[config.mk]
export PLATFORM = sky130hd
export DESIGN_NAME = lcd_bus_reader
export DESIGN_NICKNAME = d
export VERILOG_FILES = /design/src/rtl/lcd_pkg.sv /design/src/rtl/lcd_phase_timer.sv /design/src/rtl/lcd_bus_reader.sv
export SDC_FILE = /design/constraint.sdc
export NUM_CORES = 1
export LEC_CHECK = 0
export ABC_AREA = 1
export BUFFER_PORTS_ARGS = -buffer_cell sky130_fd_sc_hd__buf_4
export CORE_MARGIN = 2
export CORE_UTILIZATION = 52
export DETAILED_ROUTE_END_ITERATION = 8
export HOLD_SLACK_MARGIN = 0.1
export PLACE_DENSITY_LB_ADDON = 0.12
export SLEW_MARGIN = 20
export SYNTH_ARGS = -nofsm -noshare
export SYNTH_HDL_FRONTEND = slang
export SYNTH_SLANG_ARGS = --single-unit
[constraint.sdc]
create_clock -name clk -period 1.75 [get_ports clk]
set_input_delay 0.2625 -clock clk [delete_from_list [all_inputs] [get_ports clk]]
set_output_delay 0.2625 -clock clk [all_outputs]
set_load 0.05 [all_outputs]
[src/rtl/lcd_pkg.sv]
// Shared definitions for the HD44780 LCD read and write paths.
// Latency: n/a (types, constants and helpers only).
// Backpressure: n/a.
package lcd_pkg;

  // Bus-read request kinds; encoding 2'b11 is reserved and decodes as status.
  typedef enum logic [1:0] {
    RD_STATUS = 2'd0,
    RD_DATA   = 2'd1,
    RD_POLL   = 2'd2
  } lcd_rd_kind_t;

  // Read-side sequencer states.
  typedef enum logic [2:0] {
    ST_IDLE    = 3'd0,
    ST_ARB     = 3'd1,
    ST_SETUP   = 3'd2,
    ST_EN_HIGH = 3'd3,
    ST_HOLD    = 3'd4,
    ST_RESP    = 3'd5
  } lcd_rd_state_t;

  // Default bus timing in 50 MHz clock cycles (20 ns each).
  localparam int LCD_T_AS     = 3;    // RS/RW setup before EN rises: 60 ns
  localparam int LCD_T_EH     = 15;   // EN high width: 300 ns
  localparam int LCD_T_EL     = 15;   // EN low / hold before next access: 300 ns
  localparam int LCD_POLL_MAX = 4095; // status reads allowed per busy poll

  // Width of the shared phase timer; every phase length must fit in it.
  localparam int LCD_TMR_W = 8;

  // Map a raw request code onto a legal kind; the reserved code becomes status.
  function automatic lcd_rd_kind_t lcd_decode_kind(input logic [1:0] code);
    lcd_rd_kind_t k;
    case (code)
      2'd1:    k = RD_DATA;
      2'd2:    k = RD_POLL;
      default: k = RD_STATUS;
    endcase
    return k;
  endfunction

  // The busy flag lives in bit 7 of the status byte.
  function automatic logic lcd_bf(input logic [7:0] status_byte);
    return status_byte[7];
  endfunction

endpackage

[src/rtl/lcd_phase_timer.sv]
// Loadable down-counter that times one bus phase; done while the count is zero.
// Latency: done rises load_val cycles after the load cycle.
// Backpressure: none; a load always overrides the running count.
module lcd_phase_timer #(
  parameter int W = 8
) (
  input  logic         clk,
  input  logic         reset,
  input  logic         load,
  input  logic [W-1:0] load_val,
  output logic         done
);

  logic [W-1:0] cnt;

  // Count down to zero and park there until the next phase reloads it.
  always_ff @(posedge clk) begin
    if (reset) begin
      cnt <= '0;
    end else if (load) begin
      cnt <= load_val;
    end else if (cnt != '0) begin
      cnt <= cnt - 1'b1;
    end
  end

  assign done = (cnt == '0);

endmodule

[src/rtl/lcd_bus_reader.sv]
// HD44780 bus read controller: status read, data read, or busy-flag poll.
// Latency: 2+T_AS+T_EH+T_EL cycles from accept to resp_valid, plus T_AS+T_EH+T_EL per extra poll read.
// Backpressure: req_ready only in IDLE; waits on bus_grant; responses cannot be stalled.
module lcd_bus_reader
  import lcd_pkg::*;
#(
  parameter int T_AS     = LCD_T_AS,
  parameter int T_EH     = LCD_T_EH,
  parameter int T_EL     = LCD_T_EL,
  parameter int POLL_MAX = LCD_POLL_MAX
) (
  input  logic       clk,
  input  logic       reset,
  input  logic       req_valid,
  output logic       req_ready,
  input  logic [1:0] req_kind,
  output logic       resp_valid,
  output logic [7:0] resp_data,
  output logic       resp_busy,
  output logic       resp_timeout,
  output logic       bus_req,
  input  logic       bus_grant,
  input  logic [7:0] lcd_data_in,
  output logic       lcd_rs,
  output logic       lcd_rw,
  output logic       lcd_en
);

  localparam int PC_W = (POLL_MAX < 2) ? 1 : $clog2(POLL_MAX + 1);

  localparam logic [LCD_TMR_W-1:0] LD_AS = LCD_TMR_W'(T_AS - 1);
  localparam logic [LCD_TMR_W-1:0] LD_EH = LCD_TMR_W'(T_EH - 1);
  localparam logic [LCD_TMR_W-1:0] LD_EL = LCD_TMR_W'(T_EL - 1);

  lcd_rd_state_t        state;
  lcd_rd_kind_t         kind_q;
  logic [PC_W-1:0]      poll_cnt;
  logic [7:0]           rd_byte;

  logic                 tmr_load;
  logic [LCD_TMR_W-1:0] tmr_val;
  logic                 tmr_done;

  logic                 poll_more;
  logic                 repoll;
  logic                 accept;

  // Requests are taken only in IDLE; reset masks ready so a coincident request is dropped.
  assign req_ready = (state == ST_IDLE) && !reset;
  assign accept    = req_valid && req_ready;

  // Another status read is allowed while the next read count stays below POLL_MAX.
  assign poll_more = (int'(poll_cnt) + 1) < POLL_MAX;
  assign repoll    = (kind_q == RD_POLL) && lcd_bf(rd_byte) && poll_more;

  // Reload the shared phase timer on every transition into SETUP, EN_HIGH or HOLD.
  always_comb begin
    tmr_load = 1'b0;
    tmr_val  = '0;
    case (state)
      ST_ARB: begin
        if (bus_grant) begin
          tmr_load = 1'b1;
          tmr_val  = LD_AS;
        end
      end
      ST_SETUP: begin
        if (tmr_done) begin
          tmr_load = 1'b1;
          tmr_val  = LD_EH;
        end
      end
      ST_EN_HIGH: begin
        if (tmr_done) begin
          tmr_load = 1'b1;
          tmr_val  = LD_EL;
        end
      end
      ST_HOLD: begin
        if (tmr_done && repoll) begin
          tmr_load = 1'b1;
          tmr_val  = LD_AS;
        end
      end
      default: begin
        tmr_load = 1'b0;
        tmr_val  = '0;
      end
    endcase
  end

  lcd_phase_timer #(
    .W(LCD_TMR_W)
  ) u_timer (
    .clk      (clk),
    .reset    (reset),
    .load     (tmr_load),
    .load_val (tmr_val),
    .done     (tmr_done)
  );

  // Read-cycle sequencer; bus controls and response fields are registered alongside the state.
  always_ff @(posedge clk) begin
    if (reset) begin
      state        <= ST_IDLE;
      kind_q       <= RD_STATUS;
      poll_cnt     <= '0;
      rd_byte      <= 8'h00;
      resp_valid   <= 1'b0;
      resp_data    <= 8'h00;
      resp_busy    <= 1'b0;
      resp_timeout <= 1'b0;
      bus_req      <= 1'b0;
      lcd_rs       <= 1'b0;
      lcd_rw       <= 1'b0;
      lcd_en       <= 1'b0;
    end else begin
      resp_valid <= 1'b0;
      case (state)
        ST_IDLE: begin
          if (accept) begin
            kind_q   <= lcd_decode_kind(req_kind);
            poll_cnt <= '0;
            bus_req  <= 1'b1;
            state    <= ST_ARB;
          end
        end
        ST_ARB: begin
          // Grant is sampled only here; the arbiter keeps it while bus_req stays high.
          if (bus_grant) begin
            lcd_rw <= 1'b1;
            lcd_rs <= (kind_q == RD_DATA);
            state  <= ST_SETUP;
          end
        end
        ST_SETUP: begin
          if (tmr_done) begin
            lcd_en <= 1'b1;
            state  <= ST_EN_HIGH;
          end
        end
        ST_EN_HIGH: begin
          // Capture on the last EN-high cycle, when the LCD output has settled longest.
          if (tmr_done) begin
            rd_byte <= lcd_data_in;
            lcd_en  <= 1'b0;
            state   <= ST_HOLD;
          end
        end
        ST_HOLD: begin
          if (tmr_done) begin
            if (repoll) begin
              // Keep the bus and RS/RW; go straight back to setup for another status read.
              poll_cnt <= poll_cnt + 1'b1;
              state    <= ST_SETUP;
            end else begin
              resp_valid   <= 1'b1;
              resp_data    <= rd_byte;
              resp_busy    <= (kind_q != RD_DATA) && lcd_bf(rd_byte);
              resp_timeout <= (kind_q == RD_POLL) && lcd_bf(rd_byte);
              bus_req      <= 1'b0;
              lcd_rs       <= 1'b0;
              lcd_rw       <= 1'b0;
              state        <= ST_RESP;
            end
          end
        end
        ST_RESP: begin
          state <= ST_IDLE;
        end
        default: begin
          state <= ST_IDLE;
        end
      endcase
    end
  end

endmodule

==> impl_metrics.env <==
export IMPL_drcViolationCount=0
export IMPL_finalPower_mw=4.28
export IMPL_die_w_um=72.1
export IMPL_report_final_slew_viol_count=0
export IMPL_syn_cell_area_um2=2410
export IMPL_min_period_ps=1890
export IMPL_fin_skew_ps=5.01
export IMPL_drive_above_1_share_pct=27.3
export IMPL_power_density_nw_per_um2=1330
export IMPL_ant_nets=0
export IMPL_die_y_um=72.1
export IMPL_worstPathArrival_ps=2130
export IMPL_fin_ws_ps=-136
export IMPL_dp_hpwl_mm=3.99
export IMPL_clk_latency_ps=300
export IMPL_row_count=24
export IMPL_pin_count=30
export IMPL_clkTransAtPathRegs_ps=90
export IMPL_htree_levels=2
export IMPL_syn_nets=381
export IMPL_holdWs_ps=175
export IMPL_synth_seq_cells=48
export IMPL_numCtsBuffers=5
export IMPL_r2r_end="resp_data[2]"
export IMPL_start_util_pct=54.6
export IMPL_finalHoldViolCount=0
export IMPL_numPortBuffers=29
export IMPL_clk_path_buf_depth=2
export IMPL_synthCells=364
export IMPL_violations="setup timing"
export IMPL_hold_start="lcd_data_in[1]"
export IMPL_hp_class="in -> reg"
export IMPL_ys_seq_area_share_pct=39.9
export IMPL_power_leakage_nw=1.51
export IMPL_cts_tree="done"
export IMPL_die_area_um2=5190
export IMPL_cts_sinks=48
export IMPL_tightest_slew_ps=416
export IMPL_core_area_um2=4410
export IMPL_critPathKind="reg -> reg"
export IMPL_ys_flop_type="dfxtp_1"
export IMPL_ir_worst_vdd_mv=0.677
export IMPL_drt_total_wl_mm=6.29
export IMPL_max_slew_margin_pct=72.0
export IMPL_fillCellCount=358
export IMPL_ys_warn_count=0
export IMPL_drtPass1Iterations=4
export IMPL_async_reset_ff_share_pct=0
export IMPL_synthToLayoutAreaGrowth_pct=33.8
export IMPL_rr_worst_depth=14
export IMPL_reg2reg_setup_slack_ps=-140
export IMPL_synth_edff_count=0
export IMPL_overflow=0
export IMPL_rsz0062_at_grt="true"
export IMPL_hold_depth=3
export IMPL_viasPerCell=5.13
export IMPL_cp_end_kind="flop"
export IMPL_rr_startpoint="poll_cnt[1]"
export IMPL_vias=2468
export IMPL_crit_required_ps=2000
export IMPL_final_nets=445
export IMPL_setup_viol=34
export IMPL_max_freq_mhz=530
export IMPL_initialDrtViolationCount=142
export IMPL_drv_cap=0
export IMPL_wl_per_cell_um=13.1
export IMPL_grt_pass1_wl_mm=9.89
export IMPL_grt_pass1_vias=2278
export IMPL_num_antenna_cells=0
export IMPL_crit_fanout=20
export IMPL_grt_start_max_net_pins=25
export IMPL_place_congestion=0.857
export IMPL_groute_usage_overall_pct=23.9
export IMPL_min_to="rd_byte[1]"
export IMPL_finalCritPeriodShare_pct=108
export IMPL_ys_types=25
export IMPL_avgSynthCellArea_um2=6.62
export IMPL_antenna_found_initial=0
export IMPL_cts_root_buf="clkbuf_8"
export IMPL_start_kind="flop"
export IMPL_status="complete, but fails checks"
==> cells in the final DEF, fill, tap and decap left out, types with 3 or more instances in the layout <==
cell type,instances
nand2_1,84
nor2_1,63
buf_4,63
inv_1,45
dfxtp_1,43
a21oi_1,26
o21ai_0,15
nand3_1,11
nand2_2,7
nor2_4,6
nand4_1,6
clkbuf_8,6
nand3_2,5
nor3_1,4
a21oi_2,4
nand3b_1,3
nand2_4,3
xor2_1,3
nor2_2,3
nand2_8,3
dfxtp_2,3
==> worst max-delay path by stage <==
stage | startpoint | to | slack [ps] | depth (start not counted)
floorplan | poll_cnt[0] | resp_data[7] | 9 | 13
global placement | poll_cnt[2] | poll_cnt[3] | -130 | 11
detailed placement | poll_cnt[0] | poll_cnt[0] | -210 | 12
CTS | poll_cnt[1] | resp_data[1] | -100 | 14
global route | poll_cnt[1] | resp_data[2] | -290 | 14
finish | poll_cnt[1] | resp_data[2] | -140 | 14
==> synth_stat cells (3+ instances only) <==
cell | count | area [µm²]
o21ai_0 | 18 | 90.1
a21oi_1 | 30 | 150
buf_6 | 3 | 33.8
inv_1 | 46 | 173
nor2_4 | 3 | 33.8
nor2_1 | 66 | 248
dfxtp_1 | 48 | 961
nand4_1 | 6 | 37.5
nor3_1 | 5 | 25.0
nand3_1 | 15 | 75.1
ha_1 | 3 | 37.5
nand2_1 | 90 | 338
xor2_1 | 3 | 26.3
nand3b_1 | 3 | 22.5
nand2_2 | 4 | 25.0
nor2_2 | 3 | 18.8
clkbuf_1 | 5 | 18.8
==> metrics by stage <==
stage / worst slack (ps) / std cells / utilization, % / setup TNS, ps / area, µm²
final: -136 / 481 / 73.0 / -2670 / 3220
after global routing: -288 / 481 / 73.0 / -7950 / 3220
after CTS: -100 / 479 / 70.5 / -1350 / 3110
after detailed placement: -210 / 464 / 64.9 / -4510 / 2860
after global placement: -129 / 464 / 64.9 / -2350 / 2860
after floorplan: 9.50 / 364 / - / 0 / 2410
==> routing by layer <==
| metal | vias up | track usage [%] | wire [µm] |
|---|---|---|---|
| met5 | - | 0 | 0 |
| met4 | 0 | 7.55 | 121 |
| li1 | 1270 | - | - |
| met1 | 1121 | 31.8 | 2880 |
| met2 | 66 | 39.2 | 2940 |
| met3 | 11 | 4.86 | 356 |
==> flip-flops by register name, indices dropped and copies added, names as in the netlist, 2 cells and up <==
signal       flops
state            3
resp_data        8
poll_cnt        12
rd_byte          8
u_timer.cnt      8
kind_q           2
==> cell type report <==
cell class / instances / area [µm²] / area share (%)
Multi-Input combinational cell: 259 / 1370 / 42.4
Sequential cell: 48 / 972 / 30.2
Clock inverter: 2 / 38.8 / 1.20
Tap cell: 52 / 65.1 / 2.02
Inverter: 48 / 183 / 5.67
Timing Repair Buffer: 66 / 515 / 16.0
Clock buffer: 6 / 82.6 / 2.56
==> timing repair <==
item | in CTS | in global routing
pin swaps | 1 | 8
buffers inserted | 6 | 2
cloned | 1 | 0
resized for setup | 18 | 26
hold buffers | 0 | 0
setup endpoints to repair | 36 | 46
==> power breakdown <==
group	internal [mW]	switching, mW	leakage, nW
Sequential	1.26	0.111	0.393
Clock	0.468	0.393	0.0614
Combinational	0.741	1.31	1.05
==> worst max-delay path, cell delays in order (launching register included) <==
cell and delay (ps):
dfxtp_4 380, buf_6 120, nand2_4 50, nor2_4 210, nand3_2 100, nand2_1 90
nand3_1 90, nor2_2 130, nand2_2 90, nand2_4 110, nand3_2 90, buf_12 170
nand2_1 60, nand2_1 40, nor2_1 80
==> cells by family (layout without fill, tap and decap cells) <==
| group | Yosys count | in the layout | share of synthesized area, % |
|---|---|---|---|
| AOI/OAI and AO/OA | 50 | 50 | 10.6 |
| and+or+nand+nor | 200 | 201 | 36.1 |
| adders and majority gates | 3 | 3 | 1.56 |
| buffers and inverters | 58 | 122 | 10.1 |
| xor gates and xnor gates | 5 | 5 | 1.82 |
| DFF | 48 | 48 | 39.9 |
(Power assumes the default switching activity.)
